## src/rtl/if_id_queue.sv

```systemverilog
// if_id_queue: IF/ID pipeline queue between fetch and decode.
// A DEPTH-entry FIFO of (pc, insn) pairs with ready/valid handshakes on both
// sides, registered outputs, and a flush input for taken-jump redirects.
// Optional build macro IFQ_PERF_EN adds the 16-bit saturating stall_cnt port.
module if_id_queue #(
  parameter int ADDR_W = 32,
  parameter int INSN_W = 32,
  parameter int DEPTH  = 2
) (
  input  logic              clk,
  input  logic              rst,
  input  logic              in_valid,
  input  logic [ADDR_W-1:0] in_pc,
  input  logic [INSN_W-1:0] in_insn,
  output logic              in_ready,
  output logic              out_valid,
  output logic [ADDR_W-1:0] out_pc,
  output logic [INSN_W-1:0] out_insn,
  input  logic              out_ready,
  input  logic              flush
`ifdef IFQ_PERF_EN
  ,
  output logic [15:0]       stall_cnt
`endif
);

  localparam int PTR_W = $clog2(DEPTH);
  localparam int CNT_W = $clog2(DEPTH) + 1;
  localparam logic [CNT_W-1:0] FULL_CNT = CNT_W'(DEPTH);

  logic [ADDR_W-1:0] r_pc_mem   [DEPTH];
  logic [INSN_W-1:0] r_insn_mem [DEPTH];
  logic [PTR_W-1:0]  r_wr_ptr;
  logic [PTR_W-1:0]  r_rd_ptr;
  logic [CNT_W-1:0]  r_count;
  logic [ADDR_W-1:0] r_last_pc;
  logic [INSN_W-1:0] r_last_insn;

  logic w_push;
  logic w_pop;
  logic w_not_empty;

  // Handshakes are derived only from registered state, so in_ready never
  // depends on out_ready and a full queue rejects a push even while popping.
  assign w_not_empty = (r_count != '0);
  assign in_ready    = (r_count < FULL_CNT);
  assign out_valid   = w_not_empty;
  assign w_push      = in_valid & in_ready;
  assign w_pop       = w_not_empty & out_ready;

  // Head entry while non-empty; otherwise the value shown on the previous cycle.
  assign out_pc   = w_not_empty ? r_pc_mem[r_rd_ptr]   : r_last_pc;
  assign out_insn = w_not_empty ? r_insn_mem[r_rd_ptr] : r_last_insn;

  // Pointer and occupancy update; flush wins over any same-cycle push or pop.
  always_ff @(posedge clk or negedge rst) begin
    // NOTE: sequential state uses non-blocking assignments so every flop
    // samples pre-edge values regardless of statement order.
    if (!rst) begin
      r_wr_ptr <= '0;
      r_rd_ptr <= '0;
      r_count  <= '0;
    end else if (flush) begin
      r_wr_ptr <= '0;
      r_rd_ptr <= '0;
      r_count  <= '0;
    end else begin
      if (w_push) r_wr_ptr <= r_wr_ptr + PTR_W'(1);
      if (w_pop)  r_rd_ptr <= r_rd_ptr + PTR_W'(1);
      case ({w_push, w_pop})
        2'b10:   r_count <= r_count + CNT_W'(1);
        2'b01:   r_count <= r_count - CNT_W'(1);
        default: r_count <= r_count;
      endcase
    end
  end

  // Entry storage write; a push coinciding with flush is dropped.
  always_ff @(posedge clk or negedge rst) begin
    // NOTE: the entry array sits under the async reset because reset must
    // leave every slot at zero, not just the pointers.
    if (!rst) begin
      for (int i = 0; i < DEPTH; i++) begin
        r_pc_mem[i]   <= '0;
        r_insn_mem[i] <= '0;
      end
    end else if (w_push && !flush) begin
      r_pc_mem[r_wr_ptr]   <= in_pc;
      r_insn_mem[r_wr_ptr] <= in_insn;
    end
  end

  // Remember what was on the outputs so they hold while the queue is empty.
  always_ff @(posedge clk or negedge rst) begin
    if (!rst) begin
      r_last_pc   <= '0;
      r_last_insn <= '0;
    end else begin
      r_last_pc   <= out_pc;
      r_last_insn <= out_insn;
    end
  end

`ifdef IFQ_PERF_EN
  logic [15:0] r_stall_cnt;

  // Saturating count of edges where decode holds back a valid head; flush
  // does not clear it.
  always_ff @(posedge clk or negedge rst) begin
    if (!rst) begin
      r_stall_cnt <= '0;
    end else if (w_not_empty && !out_ready && (r_stall_cnt != 16'hFFFF)) begin
      r_stall_cnt <= r_stall_cnt + 16'd1;
    end
  end

  assign stall_cnt = r_stall_cnt;
`endif

endmodule

```

## config.mk

```make
export PLATFORM = sky130hd
export DESIGN_NAME = if_id_queue
export DESIGN_NICKNAME = d
export VERILOG_FILES = /design/src/rtl/if_id_queue.sv
export SDC_FILE = /design/constraint.sdc
export NUM_CORES = 1
export LEC_CHECK = 0
export CAP_MARGIN = 20
export CORE_MARGIN = 8
export CORE_UTILIZATION = 50
export DETAILED_ROUTE_END_ITERATION = 6
export PLACE_DENSITY = 0.79
export SETUP_SLACK_MARGIN = 0.2
export SLEW_MARGIN = 0
export SYNTH_ARGS = -nofsm -noshare
export SYNTH_HDL_FRONTEND = slang
export SYNTH_SLANG_ARGS = --single-unit
```

## constraint.sdc

```tcl
create_clock -name clk -period 2.1 [get_ports clk]
set_input_delay 0.315 -clock clk [delete_from_list [all_inputs] [get_ports clk]]
set_output_delay 0.315 -clock clk [all_outputs]
set_load 0.05 [all_outputs]
```

==> metrics.md <==
| Metric | Value |
|---|---|
| Cell repeated most along the worst path | `buf_12` |
| Die X | `143 microns` |
| CP endpoint | `out_insn[13]` |
| Clk_skew | `0.00797 ns` |
| First drt pass iteration count | `4` |
| Routed vias/inst | `5.43` |
| Syn nets | `639` |
| CP Class | `register to primary output` |
| #FFs+latches synth | `196` |
| MaxCap Viol Count | `0` |
| Residual DRC count | `0` |
| Root buffer cell | `clkbuf_16` |
| IO Count | `135` |
| Tcrit/Tclk final | `105%` |
| Die Span Y | `143 microns` |
| Sw Pwr | `5.93 mW` |
| Internal power | `10.4 mW` |
| Reg clk slew, reported paths | `0.07 ns` |
| Slowest cell on crit path | `dfrtp_2` |
| P_leak | `5.27 nW` |
| Reg-to-reg critical path endpoint | `r_insn_mem[20]` |
| # rows | `46` |
| Gr usage total | `21.7%` |
| Worst Setup SP | `r_count[1]` |
| Critical-path maximum fanout | `11` |
| Least-Margin Pin Slew | `0.428 ns` |
| Fraction of layout cells with a size suffix above 1 | `59.4%` |
| Final Hold Slack | `0.409 ns` |
| Clock network fraction of design power | `19.9%` |
| N_diodes | `0` |
| CP endpoint kind | `primary output` |
| Reg2Reg Depth | `6` |
| # clock sinks | `196` |
| Cell accounting for the most synthesized area | `dfrtp_1` |
| IO buf count | `134` |
| Peak Freq | `455 MHz` |
| Reg-to-Reg Start | `r_count[1]` |
| H-tree levels | `4` |
| Final Non-Filler Cells | `992` |
| P&R area growth vs syn | `63.0%` |
| Vias in the first global route | `6121` |
| Violated checks | `negative setup slack` |
| Fill cells | `774` |
| Core ar. | `15800 sq um` |
| Ys async rst share | `100%` |
| Total wire length | `22900 microns` |
| Cell Area, Synth | `8030 sq um` |
| HPWL Detailed | `12600 microns` |
| Synth top area cells | `dfrtp_1 (61%), mux2_2 (14%), mux2i_1 (8.1%)` |
| Crit-path cells | `or2_4, buf_12, buf_16, a21oi_4, buf_12` |
| Logic pwr share | `44.9%` |
| First-pass GRT wire length | `33900 microns` |
| Overflow after GRT | `0` |
| Post-Synthesis Cells | `570` |
| Most instantiated cells after synthesis | `dfrtp_1 (196), mux2_2 (97), a21oi_1 (66), nor2_1 (66), mux2i_1 (65)` |
| Initial Util | `50.9%` |
| CP max stage delay | `0.44 ns` |
| Fin nets | `832` |
| Post-synth EDFFs | `0` |
| DR vias | `5383` |
| Detail Route Antenna Nets | `0` |
| Die area | `20400 sq um` |
| Final GP Congestion | `0.755` |
| Slew Limit Fails | `0` |
| First DRT Iteration DRCs | `228` |
| Total Power | `16.3 mW` |
| # placed instances | `909` |
| Cell variety after synth | `22` |
| Worst Path Required | `1.78 ns` |
| Maximum clock path buffer count | `2` |
| Hold WC Path Type | `input port to async pin` |
| CTS tree | `built` |
| Clock buffer count from CTS | `17` |
| Type of origin of the critical path | `register` |
| Syn Area/Cell | `14.1 sq um` |
| R2R Setup Slk | `0.25 ns` |
| Status | `finished, violations left` |
| Sequential area share after synthesis | `61.1%` |
| Switching share of power | `36.3%` |
| Synth warn | `0` |
| Most common cell in the netlist | `dfrtp_1` |
| Clk_lat worst skew | `0.43 ns` |
| Worst vdd ir | `0.998 mV` |
| Initial antenna violation count | `1` |
| WP data arrival | `1.88 ns` |
| Worst Slack Setup Final | `-0.0992 ns` |
| Synth Flop Type | `dfrtp_1` |
| Register share of total power | `35.3%` |
| Tmin final | `2.20 ns` |
| Fin Setup TNS | `-3.42 ns` |
| Unrepaired setup endpoints after global routing | `yes` |
| Final setup fails | `60` |
| Top cell type's share of synthesized area | `61.1%` |
| Rel. slew slack | `71.5%` |
| Final hold violation count | `0` |
| Largest net degree at the start of global routing | `60` |
| Final Util | `82.9%` |
| Avg WL per Cell | `23.1 microns` |
| PD cells | `1250 nW/um^2` |
==> cell families after synthesis <==
logic type	after synthesis	synth area share [%]
buf+inv	36	3.04
mux	193	27.5
xor+xnor	2	0.218
flops	196	61.1
compound gates	69	4.33
simple gates	74	3.82
==> metal layers <==
metal,share of wire [%],track usage (%)
met1,40,26.1
met2,54,36.7
met3,5.1,6.31
met4,1.1,7.21
met5,0.057,0
==> metrics by stage <==
| step | cell area, sq um | setup WS, ns |
|---|---|---|
| finish | 13100 | -0.0992 |
| global route | 13100 | -0.155 |
| CTS | 12400 | -0.121 |
| detailed placement | 10900 | -0.0681 |
| global placement | 10900 | 0.0266 |
| floorplan | 8490 | -0.0532 |
==> critical path, delay by kind of cell, from the launching register on <==
family	cells	cell delay [ns]
AND/OR/NAND/NOR	1	0.27
buffers and inverters	3	0.50
AO/OA/AOI/OAI	1	0.21
flip-flops	1	0.44
==> cells in the final DEF (no fill, tap or decap), types with 7 or more instances in the layout <==
master and n:
a21oi_4 61, buf_12 81, buf_16 7, buf_4 26
buf_6 8, clkbuf_16 27, clkdlybuf4s50_1 67, dfrtp_1 193
mux2_2 95, mux2_4 32, mux2i_1 35, mux2i_2 27
nor2_2 9, nor2_4 52
==> registers in the layout, summed over array words and instances, names as in the netlist <==
register and cells:
r_insn_mem 64, r_pc_mem 64, r_last_insn 32, r_last_pc 32
r_count 2, r_wr_ptr 1, r_rd_ptr 1
==> worst min-delay path by stage <==
stage,start,to,slack (ns),cells past startpoint
5_1_grt,rst,r_last_insn[25],0.43,2
3_3_place_gp,rst,r_last_insn[23],0.29,1
2_1_floorplan,rst,r_count[0],0.02,0
6_report,rst,r_last_insn[24],0.41,2
3_5_place_dp,rst,r_last_insn[23],0.30,1
4_1_cts,rst,r_last_insn[23],0.41,2
==> power by group through the flow <==
| stage | clock network, mW | registers [mW] | logic [mW] |
|---|---|---|---|
| after floorplan | 0 | 5.31 | 3.65 |
| after CTS | 3.29 | 5.63 | 6.90 |
| after detailed placement | 0 | 5.49 | 6.20 |
| after global routing | 3.45 | 5.86 | 7.63 |
| after global placement | 0 | 5.40 | 6.06 |
| final | 3.25 | 5.76 | 7.33 |
==> layout make-up <==
| class | count | area, sq um | area share, % |
|---|---|---|---|
| flip-flops and latches | 196 | 4910 | 37.5 |
| multi-input cells | 341 | 4180 | 32.0 |
| inverters | 1 | 3.75 | 0.0287 |
| repair buffers | 206 | 3130 | 23.9 |
| clock buffers | 20 | 457 | 3.49 |
| clock inverters | 12 | 130 | 0.995 |
| well taps | 216 | 270 | 2.07 |
==> timing repair <==
action                                  in CTS  in global routing
pin swaps                                   16                 23
hold buffers                                 1                  0
buffers inserted                            17                 14
gates cloned                                 7                 12
endpoints found under the hold margin       44                  0
endpoints found under the setup margin      66                177
gates resized for setup                    172                 58
Note: power is estimated with default switching activity, not from simulation.
